--- src/rtl/rgb_line_driver_multi.sv ---
// Multi-lane threshold-PWM row shifter for HUB75-style panels.
// Shifts one pass per PWM level, latches it, and overlaps display with the next shift.
module rgb_line_driver_multi #(
    parameter int COLS       = 32,
    parameter int BITS       = 8,
    parameter int CHANNELS   = 6,
    parameter int LAT_CYCLES = 1
) (
    input  logic                            clk,
    input  logic                            rst_n,
    input  logic                            enable,
    input  logic                            line_start,
    input  logic [CHANNELS*COLS*BITS-1:0]   data,
    output logic                            clk_o,
    output logic [CHANNELS-1:0]             line_o,
    output logic                            line_lat,
    output logic                            line_oe,
    output logic                            line_rdy,
    output logic                            overrun
);
    localparam int CLW  = (COLS > 1) ? $clog2(COLS) : 1;
    localparam int CNTW = $clog2(2*COLS + LAT_CYCLES);
    localparam logic [CLW-1:0]  COL_LAST = CLW'(COLS - 1);
    localparam logic [CNTW-1:0] LAT_LAST = CNTW'(LAT_CYCLES - 1);
    localparam logic [CNTW-1:0] DRN_LAST = CNTW'(2*COLS - 1);
    localparam logic [BITS-1:0] PWM_LAST = BITS'((2**BITS) - 2);

    typedef enum logic [1:0] {IDLE, SHIFT, LATCH, DRAIN} state_t;

    state_t                          state_q, state_d;
    logic [CHANNELS*COLS*BITS-1:0]   shadow_q, shadow_d;
    logic [BITS-1:0]                 pwm_q, pwm_d;
    logic [CLW-1:0]                  col_q, col_d;
    logic [CNTW-1:0]                 cnt_q, cnt_d;
    logic                            phase_q, phase_d;
    logic                            first_q, first_d;

    logic                            clk_o_q, lat_q, oe_q, rdy_q, ovr_q;
    logic                            clk_o_d, lat_d, oe_d, rdy_d, ovr_d;
    logic [CHANNELS-1:0]             lane_q, lane_d;

    always_comb begin
        state_d  = state_q;
        shadow_d = shadow_q;
        pwm_d    = pwm_q;
        col_d    = col_q;
        cnt_d    = cnt_q;
        phase_d  = phase_q;
        first_d  = first_q;
        ovr_d    = line_start && (state_q != IDLE);
        unique case (state_q)
            IDLE: if (line_start) begin
                shadow_d = data;
                pwm_d    = '0;
                col_d    = '0;
                phase_d  = 1'b0;
                first_d  = 1'b1;
                state_d  = SHIFT;
            end
            SHIFT: begin
                phase_d = ~phase_q;
                if (phase_q) begin
                    if (col_q == COL_LAST) begin
                        col_d   = '0;
                        cnt_d   = '0;
                        state_d = LATCH;
                    end else begin
                        col_d = col_q + 1'b1;
                    end
                end
            end
            LATCH: begin
                if (cnt_q == LAT_LAST) begin
                    cnt_d   = '0;
                    first_d = 1'b0;
                    if (pwm_q < PWM_LAST) begin
                        pwm_d   = pwm_q + 1'b1;
                        state_d = SHIFT;
                    end else begin
                        state_d = DRAIN;
                    end
                end else begin
                    cnt_d = cnt_q + 1'b1;
                end
            end
            DRAIN: begin
                if (cnt_q == DRN_LAST) begin
                    cnt_d   = '0;
                    state_d = IDLE;
                end else begin
                    cnt_d = cnt_q + 1'b1;
                end
            end
            default: state_d = IDLE;
        endcase
        // Abort keeps the shadow; everything else returns to its idle value.
        if (!enable) begin
            state_d = IDLE;
            pwm_d   = '0;
            col_d   = '0;
            cnt_d   = '0;
            phase_d = 1'b0;
            first_d = 1'b0;
            ovr_d   = 1'b0;
        end
    end

    // Pin values are decoded from the state being entered, so they register alongside it.
    for (genvar ch = 0; ch < CHANNELS; ch++) begin : g_lane
        logic [BITS-1:0] pix;
        assign pix        = shadow_d[(ch*COLS + int'(col_d))*BITS +: BITS];
        assign lane_d[ch] = (state_d == SHIFT) && (pix > pwm_d);
    end

    always_comb begin
        clk_o_d = (state_d == SHIFT) && phase_d;
        lat_d   = (state_d == LATCH);
        rdy_d   = (state_d == IDLE);
        oe_d    = 1'b1;
        if (state_d == SHIFT) oe_d = first_d;
        if (state_d == DRAIN) oe_d = 1'b0;
    end

    always_ff @(posedge clk or negedge rst_n) begin
        if (!rst_n) begin
            state_q  <= IDLE;
            shadow_q <= '0;
            pwm_q    <= '0;
            col_q    <= '0;
            cnt_q    <= '0;
            phase_q  <= 1'b0;
            first_q  <= 1'b0;
            clk_o_q  <= 1'b0;
            lane_q   <= '0;
            lat_q    <= 1'b0;
            oe_q     <= 1'b1;
            rdy_q    <= 1'b1;
            ovr_q    <= 1'b0;
        end else begin
            state_q  <= state_d;
            shadow_q <= shadow_d;
            pwm_q    <= pwm_d;
            col_q    <= col_d;
            cnt_q    <= cnt_d;
            phase_q  <= phase_d;
            first_q  <= first_d;
            clk_o_q  <= clk_o_d;
            lane_q   <= lane_d;
            lat_q    <= lat_d;
            oe_q     <= oe_d;
            rdy_q    <= rdy_d;
            ovr_q    <= ovr_d;
        end
    end

    assign clk_o    = clk_o_q;
    assign line_o   = lane_q;
    assign line_lat = lat_q;
    assign line_oe  = oe_q;
    assign line_rdy = rdy_q;
    assign overrun  = ovr_q;
endmodule

--- config.mk ---
export PLATFORM = sky130hd
export DESIGN_NAME = rgb_line_driver_multi
export DESIGN_NICKNAME = d
export VERILOG_FILES = /design/src/rtl/rgb_line_driver_multi.sv
export SDC_FILE = /design/constraint.sdc
export NUM_CORES = 2
export LEC_CHECK = 0
export BUFFER_PORTS_ARGS = -buffer_cell sky130_fd_sc_hd__buf_2
export CAP_MARGIN = 30
export CORE_AREA = 2 2 599 601
export DETAILED_ROUTE_END_ITERATION = 12
export DIE_AREA = 0 0 601 603
export PLACE_DENSITY = 0.44
export SLEW_MARGIN = 20
export SYNTH_ARGS = -nofsm -noshare
export SYNTH_HDL_FRONTEND = slang
export SYNTH_SLANG_ARGS = --single-unit
--- constraint.sdc ---
create_clock -name clk -period 4.5 [get_ports clk]
set_input_delay 0.225 -clock clk [delete_from_list [all_inputs] [get_ports clk]]
set_output_delay 0.225 -clock clk [all_outputs]
set_load 0.01 [all_outputs]
Word level (Yosys, flattened, before mapping)
Index checks and enable logic that the tools add are counted.
{"block": "op_classes", "add_sub_neg": 8, "order_cmp": 7, "n_eq_ne": 11, "shift": 6, "mux": 36, "bitwise": 1, "reduce_logical": 13}
{"operator": "1536-bit 2-to-1 mux", "count": 2}
{"operator": "1536-bit by 12-bit variable part select with 8-bit output", "count": 2}
{"operator": "1536-bit by 13-bit variable part select with 8-bit output", "count": 2}
{"operator": "1536-bit by 11-bit variable part select with 8-bit output", "count": 1}
{"operator": "1536-bit by 9-bit variable part select with 8-bit output", "count": 1}
{"operator": "8-bit greater-than comparator", "count": 6}
{"operator": "7-bit 2-to-1 mux", "count": 5}
{"operator": "8-bit 2-to-1 mux", "count": 4}
{"operator": "7-bit one-hot mux with 3 select lines", "count": 1}
{"operator": "5-bit 2-to-1 mux", "count": 4}
{"operator": "8-bit by 5-bit adder with 9-bit output (first input constant)", "count": 2}
{"operator": "7-bit by 5-bit adder with 8-bit output (first input constant)", "count": 2}
{"operator": "8-bit one-hot mux with 2 select lines", "count": 1}
{"operator": "2-bit 2-to-1 mux", "count": 7}
{"operator": "5-bit one-hot mux with 2 select lines", "count": 1}
{"operator": "8-bit by 1-bit adder with 8-bit output (second input constant)", "count": 1}
{"operator": "2-bit == test (second input constant)", "count": 4}
{"operator": "1-bit logical AND", "count": 8}
{"operator": "8-bit less-than comparator (second input constant)", "count": 1}
{"operator": "1-bit 2-to-1 mux", "count": 8}
{"operator": "2-bit one-hot mux with 4 select lines", "count": 1}
{"operator": "6-bit by 5-bit adder with 7-bit output (first input constant)", "count": 1}
{"operator": "7-bit by 1-bit adder with 7-bit output (second input constant)", "count": 1}
{"operator": "7-bit by 6-bit == test with 1-bit output (second input constant)", "count": 1}
{"operator": "11 further kinds", "count": 15}
{"block": "totals", "register_bits": 1571, "output_inout_bits": 11}

Logic depth before layout (Yosys ltp)
{"block": "logic_depth", "word_depth": 9, "depth_mapped": 21}

Least setup slack after synthesis
Ideal clock, no wire load.
{"block": "synth_timing", "kind": "register to register", "start": "register col_q[1]", "end": "register lane_q[4] (netlist: line_o[4])", "setup_ns": 0.128, "arrival_time_ns": 3.524, "required_ns": 4.372, "setup_slack_ns": 0.847, "stages_incl_launch_ff": 21, "n_path_buf": 3, "period_less_slack_ns": 3.653, "cell_sequence": "dfrtp_1 ha_1 and3_1 ha_1 nor2_1 mux2_2 buf_2 buf_1 buf_1 nor2_1 o21ai_0 nand4_1 nand4_1 ha_1 nor2b_1 o21a_1 o21ai_0 nand2b_1 a21oi_1 o21a_1 a211oi_1"}
{"block": "synth_between", "elab_chain_len": 9, "elab_cells_between_ends": 16, "cone_classes": "add/sub: 2; order compare: 1; eq/ne: 2; shift: 1; mux: 9; reduce/logical: 1"}
{"element": "start, declared", "line": "33", "source": "logic [CLW-1:0] col_q, col_d;"}
{"element": "start signal, assigned", "line": "143", "source": "col_q <= col_d;"}
{"element": "5-bit by 1-bit adder with 5-bit output / 5-bit == test (equally long branches)", "line": "68, 63"}
{"element": "5-bit 2-to-1 mux", "line": "63", "source": "if (col_q == COL_LAST) begin"}
{"element": "5-bit 2-to-1 mux", "line": "62", "source": "if (phase_q) begin"}
{"element": "5-bit one-hot mux with 2 select lines", "line": "51", "source": "unique case (state_q)"}
{"element": "5-bit 2-to-1 mux", "line": "97", "source": "if (!enable) begin"}
{"element": "8-bit by 5-bit adder with 9-bit output", "line": "111", "source": "assign pix = shadow_d[(ch*COLS + int'(col_d))*BITS +: BITS];"}
{"element": "1536-bit by 13-bit variable part select with 8-bit output", "line": "111"}
{"element": "8-bit greater-than comparator", "line": "112", "source": "assign lane_d[ch] = (state_d == SHIFT) && (pix > pwm_d);"}
{"element": "1-bit logical AND (*)", "line": "112"}
{"element": "net lane_d[4]", "line": "40", "source": "logic [CHANNELS-1:0] lane_q, lane_d;"}
{"element": "end signal, assigned", "line": "148", "source": "lane_q <= lane_d;"}
{"element": "end, declared", "line": "40"}
Mark *: on every way through the listed nets, which the timed path passes. The rest lies on a longest branch.
A chain may end at the register's enable or synchronous reset.

Final worst setup path
{"block": "layout_timing", "start": "register col_q[1]", "end": "register lane_q[2] (netlist: line_o[2])"}
{"block": "layout_between", "elab_chain_len": 9, "elab_cells_between_ends": 16, "cone_classes": "add/sub: 2; order compare: 1; eq/ne: 2; shift: 1; mux: 9; reduce/logical: 1"}
{"element": "5-bit by 1-bit adder with 5-bit output / 5-bit == test (equally long branches)", "line": "68, 63"}
{"element": "5-bit 2-to-1 mux", "line": "63"}
{"element": "5-bit 2-to-1 mux", "line": "62"}
{"element": "5-bit one-hot mux with 2 select lines", "line": "51"}
{"element": "5-bit 2-to-1 mux", "line": "97"}
{"element": "7-bit by 5-bit adder with 8-bit output", "line": "111"}
{"element": "1536-bit by 12-bit variable part select with 8-bit output", "line": "111"}
{"element": "8-bit greater-than comparator", "line": "112"}
{"element": "1-bit logical AND (*)", "line": "112"}
{"element": "net lane_d[2]", "line": "40"}
Marks and branches as above.

==> out/qor.csv <==
metric;value;unit
arrival;5.16;ns
reg2reg_from;col_q[1];
chipHeight;603;µm
clk_path_buf_depth;4;
rr_endpoint;line_o[2];
peakVddDrop;307;µV
grt_max_degree;155;
max_stage_delay;0.57;ns
portBuffers;1550;
cp_top_family;simple AND/OR/NAND/NOR gates;
critPathKind;reg -> reg;
holdWs;0.0722;ns
rows;219;
cellPowerDensity;364;mW/mm²
whs_path_depth;4;
grt_use_total;24.6;%
cts_made_buffers;196;
status;finished clean;
async_flop_share;100;%
drt_iter0_markers;6211;
slew_viol_final;0;
gp_congestion;0.908;
layout-drive-gt1-share;25.3;%
placed_cell_area;0.0907;mm²
power.leakage;55.7;nW
crit_required;5.26;ns
syn_area_per_cell;8.86;µm²
worstSkewPairLatency;0.90;ns
fmaxAchievable;228;MHz
synth_nets;9811;
crit_chain;ha_2, and3_4, ha_4, and4b_1, nor3_2, buf_4, nand2_8, inv_16, buf_12, buf_12, a221oi_1, buf_4, o21ai_0, nand4_1, buf_4, nand4_1, ha_1, a21o_1, a21o_1, a21oi_1, o21ai_0, o21ai_0, nor2_1;
crit_fanout;6;
drcViolationCount;0;
overflow;0;
finalSetupTns;0;ns
antenna_found_initial;201;
ys.warnings.count;0;
nets;13300;
synth_edf_count;0;
hold_viol;0;
area_growth;58.4;%
start_kind;flip-flop;
min_to;shadow_q[587];
clkTransAtPathRegs;0.07;ns
fin_crit;4.39;ns
fin_util;32.5;%
final_area;0.115;mm²
cts_tree;built;
firstDrtPassIters;6;
clock-sinks;1571;
via_per_inst;4.58;
wl_per_cell;27.8;µm
cp-end-kind;flip-flop;
syn_area;0.0728;mm²
synthCells;8218;
dp_hpwl;351000;µm
max_slew_margin;36.0;%
root_buffer;clkbuf_16;
yosysUniqueCellTypes;63;
grt_pass1_wl;629000;µm
htree_levels;4;
die_w;601;µm
drt_wl_total;465000;µm
vias;76600;
crit_path_top_delay_cell;nand4_1;
synth_seq_cells;1571;
rr_worst_depth;23;
grt_pass1_vias;77900;
synth_ff_type;dfrtp_1;
yosysSeqAreaShare;54.0;%
ant_nets;0;
min_path_type;in -> reg;
die_area;0.362;mm²
path_buf_inv;6;
r2r_slack;0.11;ns
maxCapViolCount;0;
ios;1551;
min_period_over_period;97.6;%
initial_core_util;20.5;%
setup_viol;0;
tightestPinTransition;0.960;ns
clock_skew;0.0678;ns
cp_num_cells;23;
core;0.355;mm²
holdCritStartpoint;data[587];
## state kept, by name, summed over array words and instances (netlist names)
| signal | count |
|---|---|
| clk_o | 1 |
| cnt_q | 7 |
| col_q | 5 |
| first_q | 1 |
| line_lat | 1 |
| line_o | 6 |
| line_oe | 1 |
| line_rdy | 1 |
| overrun | 1 |
| phase_q | 1 |
| pwm_q | 8 |
| shadow_q | 1536 |
| state_q | 2 |
## what timing repair did
| action | in CTS | in global routing |
|---|---|---|
| pin swaps | 16 | 26 |
| gates cloned | 7 | 10 |
| hold endpoints to repair | 2263 | 0 |
| endpoints found under the setup margin | 6 | 6 |
| resized for setup | 64 | 80 |
| hold buffers | 1614 | 0 |
| setup buffers | 32 | 13 |
## layer usage
layer  vias to the layer above  GRT usage, %  wire, µm
met1                     37800          31.1    194000
met5                         -             0       384
li1                      34300             -         -
met4                        62          14.2     30500
met2                      3230          40.0    216000
met3                      1127          3.85     23900
## worst max-delay path by stage
stage / slack [ns] / start / to
CTS: -0.005 / col_q[0] / line_o[2]
global route: -0.02 / col_q[0] / line_o[5]
floorplan: 0.85 / col_q[1] / line_o[4]
finish: 0.11 / col_q[1] / line_o[2]
detailed placement: -0.58 / col_q[0] / line_o[5]
global placement: -0.50 / col_q[0] / line_o[1]
## per-stage QoR
| stage | cells | power [mW] | setup slack (ns) |
|---|---|---|---|
| after global routing | 16700 | 43.7 | -0.0205 |
| after detailed placement | 14500 | 24.1 | -0.583 |
| after CTS | 16500 | 42.2 | -0.00541 |
| after floorplan | 8218 | 20.2 | 0.847 |
| final | 16700 | 41.9 | 0.107 |
| after global placement | 14500 | 24.1 | -0.502 |
## cells in the final DEF (no fill, tap or decap), drive strengths merged, types with 8 or more instances in the layout
master and count:
dfrtp 1569, nand2 3659, a211oi 10, a31oi 11
o31a 41, and3 45, nand4b 8, a211o 52
nand3b 8, o211ai 14, ha 53, nor2 534
o311ai 48, clkinvlp 10, a22oi 41, a21o 15
o22ai 17, nand3 31, dlygate4sd3 1613, a21oi 158
clkbuf 285, nor3 91, nor2b 10, o21a 53
clkinv 42, inv 25, nand4 95, mux2 367
mux2i 144, o221a 18, o21ai 219, diode 138
nand2b 29, bufinv 14, a221oi 205, buf 2182
a221o 43, or3 9
## cells in the mapped netlist, types with 17 or more instances
| cell | instances | area (µm²) |
|---|---|---|
| a211o_1 | 52 | 455 |
| a21oi_1 | 158 | 791 |
| a221o_1 | 43 | 430 |
| a221oi_1 | 205 | 1800 |
| a22oi_1 | 41 | 308 |
| and3_1 | 45 | 282 |
| buf_1 | 57 | 214 |
| buf_2 | 270 | 1350 |
| clkbuf_1 | 233 | 875 |
| dfrtp_1 | 1569 | 39300 |
| ha_1 | 53 | 663 |
| mux2_2 | 366 | 4120 |
| mux2i_1 | 142 | 1420 |
| nand2_1 | 3659 | 13700 |
| nand2b_1 | 29 | 181 |
| nand3_1 | 31 | 155 |
| nand4_1 | 95 | 594 |
| nor2_1 | 534 | 2000 |
| nor3_1 | 90 | 450 |
| o21a_1 | 53 | 398 |
| o21ai_0 | 219 | 1100 |
| o221a_2 | 18 | 203 |
| o22ai_1 | 17 | 106 |
| o311ai_0 | 48 | 420 |
| o31a_1 | 41 | 359 |
## power breakdown
group / internal (mW) / switching [mW]
clock: 9.61 / 7.01
combinational: 3.64 / 4.98
sequential: 16.0 / 0.708
## cell type report
class / instances / area [µm²]
diodes: 138 / 345
clock buffers: 275 / 5660
clock inverters: 73 / 937
fillers: 37100 / 240000
inverters: 17 / 80.1
multi-input cells: 6065 / 31600
flip-flops and latches: 1571 / 39300
well taps: 4751 / 5940
repair buffers: 3811 / 31500
repair inverters: 1 / 8.76
## cell families (layout without fill, tap and decap cells)
logic type,after synthesis,in the layout,synth area share [%]
AND/OR/NAND/NOR,4530,4530,24.4
flip-flops,1571,1571,54.0
AO/OA/AOI/OAI,968,968,9.51
buffers and inverters,582,4177,3.49
multiplexers,511,511,7.68
adder cells (fa/ha/maj),53,53,0.911
XOR/XNOR,3,3,0.0361
other,0,138,0
## tightest hold or removal path, delay by kind of cell
kind,cells,cell delay [ns]
buf+inv,2,0.62
simple gates,2,0.10
Note: power is estimated with default switching activity, not from simulation.
